==> src/rtl/des_pkg.sv <==
// rtl/des_pkg.sv - shared widths and FSM state encoding for the DES CBC controller
package des_pkg;

    localparam int BLK_W  = 64;
    localparam int WORD_W = 32;
    localparam int CNT_W  = 2;

    // Number of bus words that make up one DES block
    localparam logic [CNT_W-1:0] WORD_CNT = 2'd2;

    typedef enum logic [2:0] {
        ST_IDLE  = 3'd0,
        ST_ISSUE = 3'd1,
        ST_WAIT  = 3'd2,
        ST_POST  = 3'd3,
        ST_OUT   = 3'd4
    } state_t;

endpackage

==> src/rtl/des_blk_buf.sv <==
// rtl/des_blk_buf.sv - 2x32 input word buffer assembling one 64-bit DES block
module des_blk_buf
    import des_pkg::*;
(
    input  logic              hclk,
    input  logic              hresetn,
    input  logic              clrptr,
    input  logic              wr_en,
    input  logic [WORD_W-1:0] din,
    input  logic              clr_cnt,
    output logic [CNT_W-1:0]  in_cnt,
    output logic [BLK_W-1:0]  blk
);

    // First word fills the low half, second the high half; further words are dropped
    always_ff @(posedge hclk or negedge hresetn) begin
        if (!hresetn) begin
            in_cnt <= '0;
            blk    <= '0;
        end else if (!clrptr) begin
            in_cnt <= '0;
            blk    <= '0;
        end else if (clr_cnt) begin
            in_cnt <= '0;
        end else if (wr_en && (in_cnt != WORD_CNT)) begin
            if (in_cnt == '0)
                blk[WORD_W-1:0] <= din;
            else
                blk[BLK_W-1:WORD_W] <= din;
            in_cnt <= in_cnt + 1'b1;
        end
    end

endmodule

==> src/rtl/des_cbc_ctrl.sv <==
// rtl/des_cbc_ctrl.sv - DES ECB/CBC block controller; CBC chaining enabled by DES_CBC_MODE_EN
module des_cbc_ctrl
    import des_pkg::*;
(
    input  logic              hclk,
    input  logic              hresetn,
    input  logic              clrptr,
    input  logic              wr_din,
    input  logic [WORD_W-1:0] din,
    input  logic              cbc_mode,
    input  logic              decrypt,
    input  logic              start,
    input  logic [BLK_W-1:0]  iv_q,
    output logic [BLK_W-1:0]  core_din,
    output logic              core_start,
    input  logic [BLK_W-1:0]  core_dout,
    input  logic              core_done,
    output logic              iv_wr,
    output logic [BLK_W-1:0]  iv_data,
    input  logic              rd_dout,
    output logic [WORD_W-1:0] dout,
    output logic              dout_valid,
    output logic              busy
);

    state_t             state, state_nxt;
    logic [CNT_W-1:0]   in_cnt;
    logic [BLK_W-1:0]   blk;
    logic [BLK_W-1:0]   result;
    logic [BLK_W-1:0]   post_res;
    logic               dec_lat;
    logic               rd_ptr;
    logic               cbc_eff;
    logic               start_ok;

    // Start only counts with a full block buffered; in_cnt is the pre-write value
    assign start_ok = start && (state == ST_IDLE) && (in_cnt == WORD_CNT);

    des_blk_buf u_blk_buf (
        .hclk    (hclk),
        .hresetn (hresetn),
        .clrptr  (clrptr),
        .wr_en   (wr_din && (state == ST_IDLE)),
        .din     (din),
        .clr_cnt (start_ok),
        .in_cnt  (in_cnt),
        .blk     (blk)
    );

`ifdef DES_CBC_MODE_EN
    logic             cbc_lat;
    logic [BLK_W-1:0] iv_sav;

    assign cbc_eff = cbc_mode;

    // Chaining mode and the IV in force at start are held for the whole operation
    always_ff @(posedge hclk or negedge hresetn) begin
        if (!hresetn) begin
            cbc_lat <= 1'b0;
            iv_sav  <= '0;
        end else if (!clrptr) begin
            cbc_lat <= 1'b0;
            iv_sav  <= '0;
        end else if (start_ok) begin
            cbc_lat <= cbc_mode;
            iv_sav  <= iv_q;
        end
    end

    assign post_res = (cbc_lat && dec_lat) ? (core_dout ^ iv_sav) : core_dout;
    assign iv_wr    = (state == ST_POST) && cbc_lat;
    assign iv_data  = iv_wr ? (dec_lat ? blk : core_dout) : '0;
`else
    logic unused_ok;

    assign cbc_eff   = 1'b0;
    assign post_res  = core_dout;
    assign iv_wr     = 1'b0;
    assign iv_data   = '0;
    assign unused_ok = ^{cbc_mode, dec_lat};
`endif

    // State register
    always_ff @(posedge hclk or negedge hresetn) begin
        if (!hresetn)
            state <= ST_IDLE;
        else if (!clrptr)
            state <= ST_IDLE;
        else
            state <= state_nxt;
    end

    // Next-state logic; core_done only matters while waiting on the core
    always_comb begin
        state_nxt = state;
        case (state)
            ST_IDLE:  if (start_ok) state_nxt = ST_ISSUE;
            ST_ISSUE: state_nxt = ST_WAIT;
            ST_WAIT:  if (core_done) state_nxt = ST_POST;
            ST_POST:  state_nxt = ST_OUT;
            ST_OUT:   if (rd_dout && rd_ptr) state_nxt = ST_IDLE;
            default:  state_nxt = ST_IDLE;
        endcase
    end

    // Block datapath: core input on start, result in POST, read pointer in OUT
    always_ff @(posedge hclk or negedge hresetn) begin
        if (!hresetn) begin
            dec_lat  <= 1'b0;
            core_din <= '0;
            result   <= '0;
            rd_ptr   <= 1'b0;
        end else if (!clrptr) begin
            dec_lat  <= 1'b0;
            core_din <= '0;
            result   <= '0;
            rd_ptr   <= 1'b0;
        end else begin
            if (start_ok) begin
                dec_lat  <= decrypt;
                core_din <= (cbc_eff && !decrypt) ? (blk ^ iv_q) : blk;
            end
            if (state == ST_POST)
                result <= post_res;
            if ((state == ST_OUT) && rd_dout)
                rd_ptr <= ~rd_ptr;
        end
    end

    assign core_start = (state == ST_ISSUE);
    assign busy       = (state != ST_IDLE);
    assign dout_valid = (state == ST_OUT);
    assign dout       = dout_valid ? (rd_ptr ? result[BLK_W-1:WORD_W] : result[WORD_W-1:0]) : '0;

endmodule

==> config.mk <==
export PLATFORM = sky130hd
export DESIGN_NAME = des_cbc_ctrl
export DESIGN_NICKNAME = d
export VERILOG_FILES = /design/src/rtl/des_pkg.sv /design/src/rtl/des_blk_buf.sv /design/src/rtl/des_cbc_ctrl.sv
export SDC_FILE = /design/constraint.sdc
export NUM_CORES = 1
export LEC_CHECK = 0
export CELL_PAD_IN_SITES_DETAIL_PLACEMENT = 1
export CELL_PAD_IN_SITES_GLOBAL_PLACEMENT = 1
export CORE_ASPECT_RATIO = 2
export CORE_MARGIN = 8
export CORE_UTILIZATION = 52
export CTS_BUF_LIST = sky130_fd_sc_hd__clkbuf_8 sky130_fd_sc_hd__clkbuf_16
export DETAILED_ROUTE_END_ITERATION = 12
export DONT_BUFFER_PORTS = 1
export GPL_TIMING_DRIVEN = 0
export PLACE_DENSITY = 0.93
export SLEW_MARGIN = 10
export SYNTH_ARGS = -nofsm -noshare
export SYNTH_HDL_FRONTEND = slang
export SYNTH_SLANG_ARGS = --single-unit
export TNS_END_PERCENT = 5
==> constraint.sdc <==
create_clock -name hclk -period 2.5 [get_ports hclk]
set_input_delay 0.375 -clock hclk [delete_from_list [all_inputs] [get_ports hclk]]
set_output_delay 0.375 -clock hclk [all_outputs]
set_load 0.03 [all_outputs]
# ---- After elaboration in Yosys (flattened, before gate mapping)
# Index checks and enable logic that the tools add are counted.
dict set report totals {
  romBits 0
  out_inout_bits 164
  elab_cells 59
  latchBits 0
  mem_bits_rw 0
  memories 0
  reg_bits 198
}
dict set report op_classes {
  eq_ne 17
  n_reduce_logical 12
  mul 0
  n_addsub 1
  n_div 0
  mux 21
  n_shift 0
  n_bitwise 1
  magnitude_cmp 0
}
# cell count
set op_table {}
lappend op_table {{$mux W64} 7}
lappend op_table {{$mux W32} 4}
lappend op_table {{$pmux W3 S5} 1}
lappend op_table {{$mux W3} 4}
lappend op_table {{$ne A2 B1 Y1 const B} 5}
lappend op_table {{$reduce_and A3 Y1} 3}
lappend op_table {{$eq A3 B2 Y1 const B} 2}
lappend op_table {{$logic_and A1 B1 Y1} 6}
lappend op_table {{$mux W2} 3}
lappend op_table {{$ne A2 B2 Y1 const B} 3}
lappend op_table {{$ne A3 B3 Y1 const B} 2}
lappend op_table {{$eq A3 B1 Y1 const B} 1}
lappend op_table {{$eq A3 B3 Y1 const B} 1}
lappend op_table {{$logic_not A3 Y1} 1}
lappend op_table {{$ne A3 B1 Y1 const B} 1}
lappend op_table {{$ne A3 B2 Y1 const B} 1}
lappend op_table {{$reduce_bool A3 Y1} 1}
lappend op_table {{$add A2 B1 Y2 const B} 1}
lappend op_table {{$eq A2 B2 Y1 const B} 1}
lappend op_table {{$logic_not A2 Y1} 1}
lappend op_table {{$mux W1} 2}
lappend op_table {{$not A1 Y1} 1}

# ---- Depth between registers and ports, before layout
# Gate-level depths: netlist (run 1).
dict set report logic_depth {
  ltp_word 6
  depth_mapped 6
  ltp_nobuf 3
}

# ---- By module
# Synthesis (run 1) repeated with hierarchy kept, for this count alone.
dict set report hier_totals {
  cells_unflattened 883
  area_unflattened_um2 9243.9
}
# module instances cells_each area_each_um2
set modules_own_cells {}
lappend modules_own_cells {des_cbc_ctrl 1 585 6337.3}
lappend modules_own_cells {des_blk_buf 1 298 2906.5}

# ---- Worst setup path before layout (run 1)
# Ideal clock, no wire load.
dict set report synth_timing {
  path_type {reg-to-output}
  from {register state[1]}
  to {output dout[10]}
  stages_incl_launch_ff 6
  t_required_ps 2125
  n_path_buf 3
  setup_slack_ps 469
  arrival_time_ps 1656
  cell_sequence {dfrtp_1 -> buf_6 -> or3b_1 -> clkbuf_1 -> clkbuf_1 -> nor2_1}
}
dict set report synth_via {
  elab_chain_len 2
}
# element line_no
set synth_rtl {}
lappend synth_rtl {{start, declared} des_cbc_ctrl.sv:26} ;# state_t state, state_nxt;
lappend synth_rtl {{start signal, assigned} des_cbc_ctrl.sv:90} ;# state <= state_nxt;
lappend synth_rtl {{$eq A3 B3 Y1} des_cbc_ctrl.sv:132} ;# assign dout_valid = (state == ST_OUT);
lappend synth_rtl {{$mux W32} des_cbc_ctrl.sv:133} ;# assign dout = dout_valid ? (rd_ptr ? result[BLK_W-1:WORD_W] : result[WORD_W-1:0]) : '0;
lappend synth_rtl {{end, declared} des_cbc_ctrl.sv:21} ;# output logic [WORD_W-1:0] dout,
# Every way passes these cells.

# ---- Worst setup path in the final report (run 1)
dict set report layout_timing {
  from {register state[2]}
  to {output dout[1]}
}
# Same word-level chain as after synthesis.

==> results of run 1 <==
## metal layers
| layer | GRT usage | routed length [um] | vias up |
|---|---|---|---|
| li1 | - | - | 2613 |
| met1 | 0.2303 | 8416 | 3080 |
| met2 | 0.4566 | 14660 | 260 |
| met3 | 0.08264 | 2185 | 63 |
| met4 | 0.1241 | 1110 | 0 |
| met5 | 0 | 0 | - |
## sequential cells by signal, summed over array words and instances, names as in the netlist
| signal | flops |
|---|---|
| u_blk_buf.in_cnt | 2 |
| u_blk_buf.blk | 64 |
| state | 3 |
| result | 64 |
| core_din | 64 |
| rd_ptr | 1 |
## cells in the mapped netlist, types with 2 or more instances
| master | count | area (um2) |
|---|---|---|
| buf_1 | 3 | 11.26 |
| nand2_1 | 163 | 611.8 |
| nor2_1 | 35 | 131.4 |
| nand3b_1 | 2 | 15.01 |
| buf_6 | 2 | 22.52 |
| a21oi_1 | 2 | 10.01 |
| a22o_1 | 64 | 560.5 |
| buf_2 | 19 | 95.09 |
| inv_1 | 3 | 11.26 |
| buf_4 | 65 | 488.0 |
| o21ai_0 | 2 | 10.01 |
| clkbuf_1 | 23 | 86.33 |
| buf_12 | 6 | 120.1 |
| dfrtp_1 | 198 | 4955 |
| mux2i_1 | 161 | 1612 |
| or3_1 | 2 | 12.51 |
## layout by cell type, fill, tap and decap left out, types with 2 or more instances in the layout
cell type,count
clkbuf_8,6
clkbuf_16,17
buf_12,6
dfrtp_1,198
mux2i_1,161
o21ai_0,2
a21oi_1,2
buf_6,2
or3_1,2
nand2_1,163
conb_1,65
bufinv_16,2
a22o_1,64
clkbuf_1,19
buf_4,65
nor2_1,6
inv_1,6
clkinv_4,2
nand3b_1,2
clkbuf_2,2
buf_2,21
nor2_4,29
clkinvlp_4,2
## worst min-delay path by stage
stage                                    to  cells past startpoint
after global placement         core_din[20]                      0
after detailed placement       core_din[20]                      0
after CTS                 u_blk_buf.blk[14]                      0
final                          core_din[20]                      0
after global routing           core_din[20]                      0
after floorplan                 core_din[0]                      0
## power groups by stage
stage | Combinational [mW] | Sequential, mW | Clock (mW)
after floorplan | 0.476 | 3.37 | 0
after global placement | 0.562 | 3.37 | 0
after detailed placement | 0.575 | 3.38 | 0
after CTS | 0.580 | 3.32 | 2.74
after global routing | 0.628 | 3.32 | 2.87
final | 0.590 | 3.32 | 2.72
## final cells by class
class,instances,area (um2),area share
Tap cell,207,259.0,0.02540
Multi-Input combinational cell,508,3540,0.3471
Sequential cell,198,4955,0.4858
Clock buffer,20,466.7,0.04576
Inverter,3,11.26,0.001104
Buffer,118,858.3,0.08416
Clock inverter,10,108.9,0.01067
## worst register-to-register path, cell delays in order (launching register included)
cell     delay [ps]
dfrtp_1         380
buf_6           140
or3_1           390
buf_6           180
nor2_8          350
buf_12          210
mux2i_1         240
## cell families (layout without fill, tap and decap cells)
| group | Yosys count | count (layout) | synth area share |
|---|---|---|---|
| and+or+nand+nor | 211 | 211 | 0.09732 |
| DFF | 198 | 198 | 0.5585 |
| muxes | 161 | 161 | 0.1817 |
| buffers and inverters | 121 | 151 | 0.09408 |
| AOI/OAI and AO/OA | 70 | 70 | 0.06700 |
| other | 1 | 65 | 0.0004227 |
| xor gates and xnor gates | 1 | 1 | 0.0009875 |
## repair_timing
item | in CTS | in global routing
pin swaps | 2 | 0
endpoints found under the hold margin | 198 | 198
setup endpoints to repair | 31 | 13
resized for setup | 70 | 1
## metrics by stage
step / instance area, um2 / std cells / total power [mW]
after floorplan: 9111 / 827 / 3.843
after global placement: 9370 / 1034 / 3.934
after detailed placement: 9370 / 1034 / 3.953
after CTS: 10200 / 1064 / 6.643
after global routing: 10200 / 1064 / 6.824
final: 10200 / 1064 / 6.624
==> qor.csv, run 1 <==
stage,metric,value,unit
run_status,status,"complete, but fails checks",
run_status,violations,hold timing,
sta,timing.final.crit_share,0.9830,
cts,cts_root_buffer,clkbuf_16,
worst_setup_path,path_class,reg2out,
synth,synthFlopType,dfrtp_1,
sta,skew,15.42,ps
worst_setup_path,ff2ff_setup_slack,520,ps
routing,remaining_drc_errors,0,
floorplan,die_h,200.7,um
worst_setup_path,cp.arrival,2080,ps
routing,dr.pass1.iters,4,
sta,relSlewSlack,0.2913,
routing,drtAntennaViolNets,0,
sta,timing.hold.ws,-360.2,ps
worst_setup_path,crit_start,state[2],
global_routing,grt_max_degree,199,
worst_setup_path,worstPathMaxFanout,9,
worst_setup_path,crit_required,2120,ps
worst_setup_path,r2r-end,core_din[27],
sta,setup_slack,42.61,ps
synth,synth-seq-area-share,0.5585,
worst_setup_path,crit_path_start_kind,register,
global_routing,grt_usage,0.2480,
global_routing,grt_pass1_wl,41050,um
routing,totalWireLength,26370,um
sta,rsz0062_at_grt,true,
power,switching_share,0.2434,
floorplan,die-area,0.02175,mm2
sta,timing.fmax,406.9,MHz
sta,fin_crit,2457,ps
routing,drt-wirelength-per-cell,24.79,um
finish,final_core_util,0.6083,
worst_setup_path,slowest_stage,nor2_1,
power,ir_drop,0.0004388,V
floorplan,start_util,0.5291,
cts,clk-insertion-delay-late,430,ps
worst_setup_path,worstSetupEndpointType,output pin,
routing,drt_iter0_drc,187,
routing,num_vias,6016,
global_routing,gr-total-overflow,0,
cts,numCtsBuffers,17,
worst_setup_path,crit_family,simple AND/OR/NAND/NOR gates,
power,seq_power_share,0.501,
synth,synth_enable_flop_cells,0,
worst_setup_path,r2r-start,state[1],
worst_setup_path,max_stage_delay,540,ps
finish,final_nets,1015,
floorplan,core-area,0.01677,mm2
power,leakagePower,4.948,nW
synth,synth_area,0.008871,mm2
place,pre_cts_ws,129.2,ps
synth,ys_warn_count,0,
sta,maxSlewViolCount,0,
finish,drive_above_1_share,0.1832,
place,place_congestion,0.7869,
floorplan,rows,67,
worst_setup_path,reg2reg_depth,6,
synth,ys_types,29,
sta,setup_viol,0,
global_routing,grt_pass1_vias,7025,
sta,tns,0,ps
power,combPwrFrac,0.089,
place,post-dp-hpwl,19410,um
synth,syn_area_per_cell,11.63,um2
floorplan,ios,333,
sta,tightestPinTransition,1061,ps
power,p_int,5.011,mW
cts,cts_num_sinks,198,
cts,clockBufferDepth,2,
floorplan,fp.dieW,108.4,um
power,power.net_switching,1.612,mW
routing,vias_per_cell,5.654,
finish,area_growth,14.96,%
worst_hold_path,hp-class,in2async,
cts,path_clk_slew,80,ps
run,maxCapViolCount,0,
cts,cts_setup_buffers,0,
synth,ys_async_sr_fraction,1.000,
worst_setup_path,crit_path_end,dout[1],
finish,antenna_cells,0,
global_routing,antenna_found_initial,0,
power,powerDensity,649.5,mW/mm2
worst_setup_path,path_depth,3,
finish,fillers,1701,
sta,finalHoldViolCount,198,
synth,syn_inst,763,
synth,synth_seq_cells,198,
worst_setup_path,path_cells,"or3b_1, clkbuf_2, nor2_1",
worst_setup_path,critPathBufInv,1,
power,clkPwrFrac,0.410,
place,port_buffers,0,
cts,cts_tree,yes,
cts,cts_max_level,4,
Power figures use the tool's default switching activity.
==> inputs of run 2 (changes only) <==
--- a/config.mk
+++ b/config.mk
@@ -7,7 +7,7 @@
 export LEC_CHECK = 0
 export CELL_PAD_IN_SITES_DETAIL_PLACEMENT = 1
 export CELL_PAD_IN_SITES_GLOBAL_PLACEMENT = 1
-export CORE_ASPECT_RATIO = 2
+export CORE_ASPECT_RATIO = 0.9
 export CORE_MARGIN = 8
 export CORE_UTILIZATION = 52
 export CTS_BUF_LIST = sky130_fd_sc_hd__clkbuf_8 sky130_fd_sc_hd__clkbuf_16
==> run 2 against run 1 <==
Against the previous run:
- the run ends with hold timing, setup timing left
- wire length fell by 6.1%
- count of clock-buffer cells in the layout shrank 2
- register-to-register slack better by 90 ps
- cell count increased by 0.47%
- combinational power fell by 3%
- flip-flop and latch count is the same
- global-route usage decreased by 1.6 points
- clock skew down 0.73 ps
- critical path depth up 1
- via count shrank 3.1%
==> qor.csv, run 2 (synthesis results as in run 1) <==
stage,metric,value,unit,change
finish,final_nets,1015,,unchanged
sta,skew,14.69,ps,was 15.42 ps
sta,timing.final.crit_share,1.005,,was 0.9830
worst_setup_path,crit_required,2120,ps,about the same
finish,final_cell_count_no_fill,1069,,was 1064
routing,remaining_drc_errors,0,,unchanged
place,place_congestion,0.7789,,was 0.7869
power,total_power,6.704,mW,was 6.624 mW
worst_setup_path,worstSetupEndpointType,output pin,,unchanged
cts,cts_tree,yes,,unchanged
sta,finalHoldViolCount,198,,unchanged
global_routing,grt_max_degree,199,,unchanged
routing,vias_per_cell,5.456,,was 5.654
routing,drt-wirelength-per-cell,23.17,um,was 24.79 um
routing,drt_iter0_drc,242,,was 187
place,post-dp-hpwl,17510,um,was 19410 um
floorplan,ios,333,,unchanged
worst_setup_path,reg2reg_depth,6,,unchanged
worst_hold_path,hp-class,in2async,,unchanged
cts,cts_max_level,4,,unchanged
worst_setup_path,path_class,reg2out,,unchanged
floorplan,start_util,0.5287,,was 0.5291
routing,totalWireLength,24770,um,was 26370 um
global_routing,gr-total-overflow,0,,unchanged
power,powerDensity,655.4,mW/mm2,was 649.5 mW/mm2
finish,final_core_util,0.6097,,was 0.6083
routing,dr.pass1.iters,4,,unchanged
finish,layout_commonest_cell,dfrtp_1,,unchanged
cts,clk-insertion-delay-late,440,ps,was 430 ps
finish,area_growth,15.32,%,was 14.96%
sta,tns,-12.58,ps,was 0 ps
finish,drive_above_1_share,0.1876,,was 0.1832
sta,setup_viol,1,,was 0
sta,tightestPinTransition,1213,ps,was 1061 ps
sta,setup_slack,-12.58,ps,was 42.61 ps
place,port_buffers,0,,unchanged
cts,clockBufferDepth,2,,unchanged
worst_setup_path,r2r-end,core_din[44],,was core_din[27]
global_routing,antenna_found_initial,0,,unchanged
power,ir_drop,0.0005089,V,was 0.0004388 V
place,pre_cts_ws,80.73,ps,was 129.2 ps
sta,maxSlewViolCount,0,,unchanged
worst_setup_path,cp.arrival,2140,ps,was 2080 ps
power,leakagePower,4.952,nW,was 4.948 nW
worst_setup_path,worstPathMaxFanout,9,,unchanged
floorplan,die_h,139.9,um,was 200.7 um
sta,rsz0062_at_grt,true,,unchanged
floorplan,rows,45,,was 67
run_status,violations,"hold timing, setup timing",,was hold timing
cts,path_clk_slew,70,ps,was 80 ps
finish,postLayoutCellArea,0.01023,mm2,was 0.01020 mm2
finish,largest_registers,"core_din x64, result x64, u_blk_buf.blk x64",,unchanged
sta,relSlewSlack,0.1898,,was 0.2913
worst_setup_path,ff2ff_setup_slack,610,ps,was 520 ps
floorplan,die-area,0.02150,mm2,was 0.02175 mm2
routing,num_vias,5832,,was 6016
sta,fin_crit,2513,ps,was 2457 ps
routing,drtAntennaViolNets,0,,unchanged
global_routing,grt_usage,0.2317,,was 0.2480
cts,cts_setup_buffers,0,,unchanged
place,placed_cell_area,0.009375,mm2,was 0.009370 mm2
cts,cts_num_sinks,198,,unchanged
global_routing,grt_pass1_wl,38560,um,was 41050 um
sta,timing.hold.ws,-370.6,ps,was -360.2 ps
sta,timing.fmax,398.0,MHz,was 406.9 MHz
worst_setup_path,crit_path_start_kind,register,,unchanged
cts,numCtsBuffers,17,,unchanged
finish,mostFrequentLayoutCells,"198 x dfrtp_1, 163 x nand2_1, 161 x mux2i_1, 65 x buf_4, 65 x conb_1",,unchanged
floorplan,fp.dieW,153.7,um,was 108.4 um
floorplan,core-area,0.01678,mm2,was 0.01677 mm2
run,maxCapViolCount,0,,unchanged
place,dp_cells,1038,,was 1034
worst_setup_path,r2r-start,state[1],,unchanged
finish,antenna_cells,0,,unchanged
global_routing,grt_pass1_vias,6549,,was 7025
cts,cts_root_buffer,clkbuf_16,,unchanged
run_status,status,"complete, but fails checks",,unchanged
==> run 2: cell types whose count changed in the layout (fill, tap and decap cells not counted), sizes merged <==
| cell | change |
|---|---|
| clkbuf | -1 |
| buf | -1 |
| clkinvlp | -1 |
| inv | +4 |
==> run 2: layer usage <==
layer / vias up / GRT usage / part of all wire
met5: - / 0 / 0
met4: 0 / 0.07573 / 0.022
met3: 34 / 0.08856 / 0.078
met2: 185 / 0.4132 / 0.52
met1: 2986 / 0.2492 / 0.38
li1: 2627 / - / -
==> run 2: area by class of cell <==
| type | instances | area [um2] |
|---|---|---|
| multi-input combinational | 508 | 3542 |
| buffer | 118 | 857.1 |
| clock buffer | 18 | 439.2 |
| clock inverter | 13 | 161.4 |
| fill | 1769 | 6549 |
| tap | 211 | 264.0 |
| sequential | 198 | 4955 |
| inverter | 3 | 11.26 |
==> run 2: how the worst max path moves through the flow <==
stage	cells after the start	to	slack (ps)	startpoint
CTS	4	dout[1]	-20	state[1]
floorplan	5	dout[10]	470	state[1]
detailed placement	5	result[16]	80	clrptr
global placement	5	result[53]	160	clrptr
finish	4	dout[0]	-10	state[1]
global route	4	dout[0]	-90	state[1]
==> run 2: report_power, final <==
part | internal [mW] | leakage, nW | switching [mW] | total, mW
clock network | 1.53 | 0.295 | 1.28 | 2.81
logic | 0.199 | 1.92 | 0.376 | 0.575
registers | 3.28 | 2.74 | 0.0391 | 3.31
==> run 2: what timing repair did <==
| action | in CTS | in global routing |
|---|---|---|
| endpoints found under the setup margin | 29 | 33 |
| endpoints found under the hold margin | 198 | 198 |
| resized for setup | 68 | 3 |
==> run 2: worst max-delay path, stage by stage (launching register included) <==
cell and delay, ps:
dfrtp_1 370, buf_6 140, or3b_1 360, clkbuf_1 250, nor2_1 590
==> inputs of run 3 (changes only) <==
--- a/config.mk
+++ b/config.mk
@@ -9,12 +9,12 @@
 export CELL_PAD_IN_SITES_GLOBAL_PLACEMENT = 1
 export CORE_ASPECT_RATIO = 0.9
 export CORE_MARGIN = 8
-export CORE_UTILIZATION = 52
-export CTS_BUF_LIST = sky130_fd_sc_hd__clkbuf_8 sky130_fd_sc_hd__clkbuf_16
+export CORE_UTILIZATION = 54
+export CTS_BUF_LIST = sky130_fd_sc_hd__clkbuf_4
 export DETAILED_ROUTE_END_ITERATION = 12
 export DONT_BUFFER_PORTS = 1
 export GPL_TIMING_DRIVEN = 0
-export PLACE_DENSITY = 0.93
+export PLACE_DENSITY = 0.95
 export SLEW_MARGIN = 10
 export SYNTH_ARGS = -nofsm -noshare
 export SYNTH_HDL_FRONTEND = slang
==> run 3 against run 2 <==
Against the previous run:
- the run ends with hold timing left
- global-route usage rose by 6.5 points
- die area fell by 3.3%
- non-clock buffer count rose by 97
- clock skew rose by 4.0 ps
- via count rose by 11%
- critical path depth fell by 1
- hold slack got worse by 200 ps
- worst setup slack improved by 28 ps
- critical endpoint is now dout[13]
- sequential power barely moved
- register-to-register slack got worse by 140 ps
- highest routed layer unchanged
- first-iteration DRC count rose by 21%
- cell area rose by 6.9%
==> qor.csv, run 3 (synthesis results as in run 1) <==
stage,metric,value,unit,change
power,combPwrFrac,0.125,,was 0.086
finish,ff_latch_area,0.004957,mm2,was 0.004955 mm2
finish,drive_above_1_share,0.1778,,was 0.1876
floorplan,die_h,137.6,um,was 139.9 um
place,dp_cells,1034,,was 1038
finish,largest_registers,"core_din x64, result x64, u_blk_buf.blk x64",,unchanged
floorplan,rows,44,,was 45
worst_setup_path,worstPathMaxFanout,10,,was 9
place,pre_cts_ws,173.3,ps,was 80.73 ps
routing,totalWireLength,30320,um,was 24770 um
finish,fillers,1605,,was 1769
finish,mostFrequentLayoutCells,"196 x dfrtp_1, 163 x nand2_1, 159 x mux2i_1, 98 x dlygate4sd3_1",,"was 198 x dfrtp_1, 163 x nand2_1, 161 x mux2i_1, 65 x buf_4, 65 x conb_1"
routing,dr.pass1.iters,4,,unchanged
sta,timing.hold.ws,-573.3,ps,was -370.6 ps
global_routing,grt_pass1_wl,45420,um,was 38560 um
routing,drt-met1-wl,10700,um,was 9350 um
worst_setup_path,cp.arrival,2110,ps,was 2140 ps
finish,final_cell_count_no_fill,1166,,was 1069
routing,met2_wirelength,16430,um,was 12940 um
sta,timing.fmax,402.4,MHz,was 398.0 MHz
routing,drt-wirelength-per-cell,26.00,um,was 23.17 um
floorplan,die-area,0.02079,mm2,was 0.02150 mm2
cts,path_clk_slew,170,ps,was 70 ps
cts,clockBufferDepth,2,,unchanged
power,leakagePower,5.215,nW,was 4.952 nW
cts,cts_tree,yes,,unchanged
sta,tns,0,ps,was -12.58 ps
sta,setup_viol,0,,was 1
routing,dr_wl_met3,1959,um,was 1929 um
power,ir_drop,0.0004660,V,was 0.0005089 V
power,p_int,4.182,mW,was 5.009 mW
power,switching_share,0.2815,,was 0.2529
sta,finalHoldViolCount,198,,unchanged
worst_setup_path,path_class,reg2out,,unchanged
worst_setup_path,crit_path_start_kind,register,,unchanged
power,power.net_switching,1.639,mW,was 1.695 mW
cts,cts_setup_buffers,0,,unchanged
power,clkPwrFrac,0.305,,was 0.420
global_routing,gr-total-overflow,0,,unchanged
cts,cts-hold-fix-buffers,98,,
sta,tightestPinTransition,685.8,ps,was 1213 ps
cts,cts_root_buffer,clkbuf_4,,was clkbuf_16
sta,relSlewSlack,0.5411,,was 0.1898
run_status,violations,hold timing,,"was hold timing, setup timing"
global_routing,grt_pass1_vias,7548,,was 6549
finish,area_growth,23.29,%,was 15.32%
finish,postLayoutCellArea,0.01094,mm2,was 0.01023 mm2
sta,setup_slack,15.12,ps,was -12.58 ps
global_routing,grt_max_degree,199,,unchanged
worst_setup_path,slowest_stage,or3b_4,,was nor2_1
routing,num_vias,6492,,was 5832
cts,numCtsBuffers,17,,unchanged
run,maxCapViolCount,0,,unchanged
floorplan,fp.dieW,151.1,um,was 153.7 um
cts,cts_num_sinks,198,,unchanged
place,place_congestion,0.8133,,was 0.7789
sta,maxSlewViolCount,0,,unchanged
sta,skew,18.73,ps,was 14.69 ps
place,port_buffers,0,,unchanged
routing,vias_per_cell,5.568,,was 5.456
routing,maxUsedRoutingLayer,met4,,unchanged
worst_setup_path,crit_required,2120,ps,about the same
global_routing,antenna_found_initial,3,,was 0
power,seq_power_share,0.570,,was 0.494
cts,clk-insertion-delay-late,600,ps,was 440 ps
worst_setup_path,critPathBufInv,1,,was 2
finish,final_nets,1112,,was 1015
worst_setup_path,max_stage_delay,530,ps,was 590 ps
routing,drtAntennaViolNets,0,,unchanged
finish,multi_input_area,0.003562,mm2,was 0.003542 mm2
power,powerDensity,532.2,mW/mm2,was 655.4 mW/mm2
worst_setup_path,worstSetupEndpointType,output pin,,unchanged
worst_setup_path,path_cells,"or3b_4, buf_12, nor2_4",,"was buf_6, or3b_1, clkbuf_1, nor2_1"
floorplan,start_util,0.5500,,was 0.5287
global_routing,grt_usage,0.2964,,was 0.2317
cts,cts_max_level,4,,unchanged
place,placed_cell_area,0.009370,mm2,was 0.009375 mm2
floorplan,core-area,0.01613,mm2,was 0.01678 mm2
routing,drt_iter0_drc,293,,was 242
place,post-dp-hpwl,17610,um,was 17510 um
sta,fin_crit,2485,ps,was 2513 ps
worst_setup_path,crit_family,simple AND/OR/NAND/NOR gates,,unchanged
routing,remaining_drc_errors,0,,unchanged
finish,layout_commonest_cell,dfrtp_1,,unchanged
sta,rsz0062_at_grt,true,,unchanged
worst_hold_path,hp-class,in2async,,unchanged
floorplan,ios,333,,unchanged
sta,timing.final.crit_share,0.9940,,was 1.005
run_status,status,"complete, but fails checks",,unchanged
run 3: worst paths after layout:
kind,startpoint,endpoint,slack (ps),depth (start not counted)
worst max-delay path,state[0],dout[13],20,3
worst min-delay path,hresetn,u_blk_buf.blk[15],-570,0
worst max register to register,state[1],core_din[48],470,6
worst min register to register,result[26],result[26],530,1
max in group asynchronous,hresetn,core_din[28],2800,0
min in group hclk,rd_dout,rd_ptr,120,3
run 3: repair_timing:
item | in CTS | in global routing
resized for setup | 76 | 12
pin swaps | 26 | 6
setup endpoints to repair | 34 | 31
cloned | 0 | 0
endpoints found under the hold margin | 328 | 198
run 3: metrics by stage:
| step | total power, mW | utilization |
|---|---|---|
| 2_1_floorplan | 3.843 | - |
| 3_3_place_gp | 3.917 | 0.5809 |
| 3_5_place_dp | 3.937 | 0.5809 |
| 4_1_cts | 5.772 | 0.6752 |
| 5_1_grt | 6.009 | 0.6780 |
| 6_report | 5.820 | 0.6780 |
run 3: worst register-to-register path: stages, from the launching register on:
cell and delay, ps:
dfrtp_1 410, buf_6 140, or3_1 390, buf_6 170, nor2_8 320, buf_12 210
mux2i_1 300
run 3: per-layer routing:
metal	track usage	vias up
met1	0.3063	3331
met5	0	-
li1	-	2822
met3	0.07652	80
met2	0.5545	259
met4	0.1312	0
run 3: power by group through the flow:
stage | Sequential, mW | Clock (mW) | Combinational (mW)
after floorplan | 3.37 | 0 | 0.476
after global placement | 3.37 | 0 | 0.546
after detailed placement | 3.38 | 0 | 0.560
after CTS | 3.32 | 1.76 | 0.696
after global routing | 3.33 | 1.91 | 0.766
final | 3.32 | 1.78 | 0.725
run 3: area by class of cell:
cell class                 count  area share
sequential                   198      0.4533
multi-input combinational    508      0.3257
timing repair buffer          98     0.08969
buffer                       117     0.07997
tap                          207     0.02368
clock inverter                15     0.01396
clock buffer                  17     0.01167
inverter                       3    0.001373
antenna                        3   0.0006864
